## config.mk

```make
export PLATFORM = sky130hd
export DESIGN_NAME = fetch_stage
export DESIGN_NICKNAME = d
export VERILOG_FILES = /design/src/rtl/fetch_stage.sv
export SDC_FILE = /design/constraint.sdc
export NUM_CORES = 1
export LEC_CHECK = 0
export ABC_AREA = 1
export BUFFER_PORTS_ARGS = -buffer_cell sky130_fd_sc_hd__buf_2
export CORE_MARGIN = 10
export CORE_UTILIZATION = 51
export CTS_CLUSTER_SIZE = 10
export DETAILED_ROUTE_END_ITERATION = 10
export PLACE_DENSITY = 0.71
export SETUP_SLACK_MARGIN = 0.4
export SYNTH_ARGS = -nofsm -noshare
export SYNTH_HDL_FRONTEND = slang
export SYNTH_SLANG_ARGS = --single-unit
export TNS_END_PERCENT = 20
```

## constraint.sdc

```tcl
create_clock -name clk -period 5.14 [get_ports clk]
set_clock_uncertainty 0.05 [all_clocks]
set_input_delay 1.028 -clock clk [delete_from_list [all_inputs] [get_ports clk]]
set_output_delay 1.028 -clock clk [all_outputs]
set_load 0.01 [all_outputs]
```

## src/rtl/fetch_stage.sv

```systemverilog
// Fetch stage: PC generation, single-outstanding imem req/ack handshake and a small
// instruction FIFO feeding decode. Define FETCH_MISALIGN_CHECK_EN to trap misaligned jumps.
module fetch_stage #(
   parameter logic [31:0] RESET_PC   = 32'h0000_0000,
   parameter int unsigned FIFO_DEPTH = 2
) (
   input  logic        clk,
   input  logic        reset,
   input  logic        stall_F,
   input  logic        flush_F,
   input  logic        jumping,
   input  logic [31:0] jump_target,
   output logic        imem_req,
   output logic [31:0] imem_addr,
   input  logic        imem_ack,
   input  logic [31:0] imem_rdata,
   output logic        valid_D,
   output logic [31:0] instr_D,
   output logic [31:0] pc_D,
   output logic [31:0] pc_plus4_D,
   output logic        misalign_D
);
   localparam int unsigned PW  = $clog2(FIFO_DEPTH);
   localparam int unsigned CW  = $clog2(FIFO_DEPTH) + 1;
   localparam logic [31:0] NOP = 32'h0000_0013;

   typedef enum logic [1:0] {RUN, DROP, HALT} state_t;

   state_t        state, state_n;
   logic [31:0]   fetch_pc, pc_n, addr_n;
   logic [PW-1:0] rd_ptr, wr_ptr, rd_n, wr_n, wr_idx;
   logic [CW-1:0] count, count_n;
   logic          req_n, wr_en, waiting, pop, push_run, bad_target;
   logic [31:0]   target, wr_instr, wr_pc;
   logic [31:0]   instr_q [FIFO_DEPTH];
   logic [31:0]   pc_q    [FIFO_DEPTH];

`ifdef FETCH_MISALIGN_CHECK_EN
   logic          mis_q [FIFO_DEPTH];
   logic          wr_mis;
   assign target     = jump_target;
   assign bad_target = (jump_target[1:0] != 2'b00);
   assign misalign_D = valid_D && mis_q[rd_ptr];
`else
   assign target     = jump_target & 32'hFFFF_FFFC;
   assign bad_target = 1'b0;
   assign misalign_D = 1'b0;
`endif

   // A request is outstanding for as long as imem_req is high; it completes on ack.
   assign waiting    = imem_req && !imem_ack;
   assign valid_D    = (count != '0);
   assign pop        = valid_D && !stall_F;
   assign push_run   = imem_req && imem_ack && (state == RUN) && !jumping && !flush_F;
   assign instr_D    = valid_D ? instr_q[rd_ptr] : '0;
   assign pc_D       = valid_D ? pc_q[rd_ptr] : '0;
   assign pc_plus4_D = valid_D ? pc_q[rd_ptr] + 32'd4 : '0;

   always_comb begin
      state_n  = state;
      pc_n     = fetch_pc;
      count_n  = count;
      rd_n     = rd_ptr;
      wr_n     = wr_ptr;
      wr_en    = 1'b0;
      wr_idx   = wr_ptr;
      wr_instr = imem_rdata;
      wr_pc    = imem_addr;
`ifdef FETCH_MISALIGN_CHECK_EN
      wr_mis   = 1'b0;
`endif
      if (jumping) begin
         pc_n    = target;
         count_n = '0;
         rd_n    = '0;
         wr_n    = '0;
         if (bad_target) begin
            // Trap entry goes into the freshly cleared FIFO at slot 0.
            state_n  = HALT;
            wr_en    = 1'b1;
            wr_idx   = '0;
            wr_instr = NOP;
            wr_pc    = target;
            wr_n     = PW'(1);
            count_n  = CW'(1);
`ifdef FETCH_MISALIGN_CHECK_EN
            wr_mis   = 1'b1;
`endif
         end else begin
            state_n = waiting ? DROP : RUN;
         end
      end else if (flush_F) begin
         pc_n    = valid_D ? pc_q[rd_ptr] : fetch_pc;
         count_n = '0;
         rd_n    = '0;
         wr_n    = '0;
         if (state != HALT)
            state_n = waiting ? DROP : RUN;
      end else begin
         if (push_run) begin
            wr_en = 1'b1;
            wr_n  = wr_ptr + 1'b1;
            pc_n  = fetch_pc + 32'd4;
         end
         if (pop)
            rd_n = rd_ptr + 1'b1;
         count_n = count + CW'(push_run) - CW'(pop);
         if (state == DROP && imem_req && imem_ack)
            state_n = RUN;
      end
      // Issuing only when count_n < depth reserves the slot the response will use.
      req_n  = waiting || (state_n == RUN && count_n < CW'(FIFO_DEPTH));
      addr_n = waiting ? imem_addr : pc_n;
   end

   always_ff @(posedge clk or posedge reset) begin
      if (reset) begin
         state     <= RUN;
         fetch_pc  <= RESET_PC;
         rd_ptr    <= '0;
         wr_ptr    <= '0;
         count     <= '0;
         imem_req  <= 1'b0;
         imem_addr <= RESET_PC;
      end else begin
         state     <= state_n;
         fetch_pc  <= pc_n;
         rd_ptr    <= rd_n;
         wr_ptr    <= wr_n;
         count     <= count_n;
         imem_req  <= req_n;
         imem_addr <= addr_n;
      end
   end

   always_ff @(posedge clk) begin
      if (wr_en) begin
         instr_q[wr_idx] <= wr_instr;
         pc_q[wr_idx]    <= wr_pc;
`ifdef FETCH_MISALIGN_CHECK_EN
         mis_q[wr_idx]   <= wr_mis;
`endif
      end
   end
endmodule
```

==> flow_summary.ini <==
[timing]
maxSlewHeadroom_pct = 25.82
fin_ws_ps = 904.3
tightestPinTransition_ps = 1112
finalMaxSlewViolations = 0
period_share_pct = 82.41
finalSetupViolCount = 0
tns_ps = 0
hold_viol = 0
rsz0062_at_grt = no
min_period_ps = 4236
max_freq_mhz = 236.1

[clock_network]
worstSkewPairLatency_ps = 430
h-tree-depth = 4
cts_made_buffers = 17
post_cts_buffers = 0
clockBufferDepth = 2
cts.repair.resized = 0
cts_sinks = 199
root_buffer = clkbuf_16
cts_hold_buffers = 0
clkSlewWorstSetupHoldPaths_ps = 80
cts_tree = yes

[finish]
area_growth_pct = 17.95
final_util_pct = 61.48
drive_gt1_share_pct = 22.15
final_net_count = 1438
n_antenna_cell = 0

[power_and_ir_drop]
power.internal_w = 0.002821
combPwrFrac_pct = 12.9
sw_frac_of_total_pct = 26.77
ir_drop_mv = 0.2405
seqPwrFrac_pct = 50.0
fin_total_pwr_w = 0.003853
pwr-share-clk_pct = 37.1
switchingPower_w = 0.001032
cellLeakagePower_nw = 5.655
cellPowerDensity_nw_per_um2 = 320.9

[global_routing]
grt_pass1_vias = 8345
antenna_found_initial = 0
grt_use_met2_pct = 37.20
busiest_layer = met2
use_met3_pct = 5.643
use_met1_pct = 30.38
grt_overflow = 0
grt_first_pass_wirelength_um = 46610
grt.total_usage_pct = 22.80
grt_max_degree = 66

[setup_path]
path_cells = buf_4 > o21ai_0 > nor2_1 > inv_1 > nor2_1 > nand2_1 > nor2_1 > nand2_1 > xor2_1 > nor2_1 > buf_2
path_class = flip-flop to output pin
required_ps = 4060
cp-end-kind = output pin
r2r-end = imem_addr[7]
rr_worst_depth = 10
crit_arrival_ps = 3160
critPathMaxFanout = 65
crit_top_cell = nor2_1
rr_startpoint = count[1]
crit_path_start_kind = flip-flop
cp_slowest_cell = buf_4
endpoint = pc_plus4_D[31]
max_stage_delay_ps = 590
startpoint = rd_ptr
rrSetupSlack_ps = 2510

[synthesis]
synth.distinct_cells = 47
synth_ff_type = edfxtp_1
synth_edf_count = 128
async_reset_ff_share_pct = 35.68
synth.avg_cell_area_sq_um = 8.589
yosysWarnings = 0
synth_nets = 1259
yosys-top-cells-count = nand2_1, edfxtp_1, nor2_1, inv_1, dfrtp_1
synth.area.mux_share_pct = 0.1967
synthXorXnorAreaFrac_pct = 1.979
synthAdderAreaFrac_pct = 0.4917
ys_seq_elements = 199
synth_top_area_cell = edfxtp_1
synth_top_family_by_area = simple AND/OR/NAND/NOR gates
synth_area_sq_um = 10180
synthSimpleGateAreaFrac_pct = 25.80
synthCells = 1185
synth_compound_area_share_pct = 9.613
synth_area_leaders = edfxtp_1, dfrtp_1, nand2_1
synth_most_common_cell = nand2_1
yosysSeqAreaShare_pct = 55.22
synth_top_area_share_pct = 37.76

[detailed_routing]
drtIter0Drc = 809
drcViolationCount = 0
dr.pass1.iters = 5
detail-route-antenna-nets = 0
vias_per_cell = 5.258
wirelength_um = 30050
vias = 8634
wire_per_inst_um = 18.30

[floorplanning]
die_h_um = 161.3
ios = 201
dieArea_sq_um = 26010
die_w_um = 161.3
row_count = 51
design.core.area_sq_um = 19530
initial_core_util_pct = 52.13

[placed_design]
post-place-ws_ps = 1383
io_buffers = 197
hpwl_um = 21610
gp_routability_congestion = 0.9192

[run]
max_cap_violations = 0

[hold_path]
hold_path.class = flip-flop to flip-flop

[outcome]
outcome = completed
## metrics by stage
| stage | cell area (sq um) | hold slack [ps] | instances |
|---|---|---|---|
| 2_1_floorplan | 10180 | 431.7 | 1185 |
| 3_3_place_gp | 11360 | 422.5 | 1610 |
| 3_5_place_dp | 11360 | 432.0 | 1610 |
| 4_1_cts | 12010 | 451.5 | 1642 |
| 5_1_grt | 12010 | 469.5 | 1642 |
| 6_report | 12010 | 448.8 | 1642 |
## final cells by class
class,count,area [sq um]
inverter,114,427.9
clock inverter,10,125.1
timing repair buffer,209,1076
fill,1783,7521
tap,265,331.6
multi-input combinational,823,3905
clock buffer,22,518.0
sequential,199,5622
## kinds of logic after synthesis
family / count (synthesis)
AND/OR/NAND/NOR: 622
flip-flops: 199
AO/OA/AOI/OAI: 171
buffers and inverters: 163
XOR/XNOR: 23
adder cells (fa/ha/maj): 4
multiplexers: 2
other: 1
## metal layers
layer	up-vias	routed length, um
li1	4214	-
met1	4051	13270
met2	343	14120
met3	26	2351
met4	0	308
met5	-	0
## how the worst min path moves through the flow
stage | start | endpoint | slack, ps | cells past startpoint
after detailed placement | imem_addr[25] | pc_q[1][25] | 430 | 0
final | imem_addr[28] | pc_q[0][28] | 450 | 0
after global routing | imem_addr[28] | pc_q[1][28] | 470 | 0
after global placement | imem_addr[29] | pc_q[0][29] | 420 | 0
after CTS | imem_addr[25] | pc_q[1][25] | 450 | 0
after floorplan | wr_ptr | wr_ptr | 430 | 1
## state kept, by name, indices dropped and copies added, names as in the netlist
| name | count |
|---|---|
| wr_ptr | 1 |
| rd_ptr | 1 |
| imem_addr | 32 |
| count | 2 |
| imem_req | 1 |
| instr_q | 64 |
| state | 2 |
| fetch_pc | 32 |
| pc_q | 64 |
## critical path, delay by kind of cell (launching register included)
family / cells / cell delay [ps]
flip-flops: 1 / 380
buffers and inverters: 3 / 830
AND/OR/NAND/NOR: 6 / 820
AO/OA/AOI/OAI: 1 / 510
XOR/XNOR: 1 / 140
## power by group through the flow
stage | combinational, W | sequential [W] | clock [W]
final | 0.000498 | 0.00193 | 0.00143
after global routing | 0.000558 | 0.00194 | 0.00150
after CTS | 0.000502 | 0.00192 | 0.00144
after detailed placement | 0.000498 | 0.00196 | 0
after global placement | 0.000487 | 0.00195 | 0
after floorplan | 0.000284 | 0.00195 | 0
## cell usage in the layout (no fill, tap or decap), types with 2 or more instances in the layout
master,synthesis,final
nand3_1,58,58
o31ai_1,2,2
nor2_1,127,123
nor3_2,4,4
o21ai_0,50,50
inv_2,4,5
buf_4,6,12
o211ai_1,5,5
o21ai_1,11,11
ha_1,4,4
bufinv_16,0,2
nor2_4,1,4
o21a_1,2,2
or2_2,16,16
nand2_2,2,2
nand2_1,373,373
nand4_1,9,9
a21boi_0,8,8
xnor2_1,5,5
dfrtp_1,71,70
clkinv_4,0,3
edfxtp_1,128,128
buf_2,8,197
nor3_1,8,8
xor2_1,18,18
a21boi_1,6,6
mux2i_1,2,2
a21oi_1,70,70
nor2_2,13,14
clkbuf_16,0,20
and2_1,2,2
inv_6,0,3
nand3b_1,2,2
o21ai_2,6,6
a21oi_2,6,6
nand3_2,2,2
inv_1,110,109
nand2_4,2,2
Note: power is estimated with default switching activity, not from simulation.
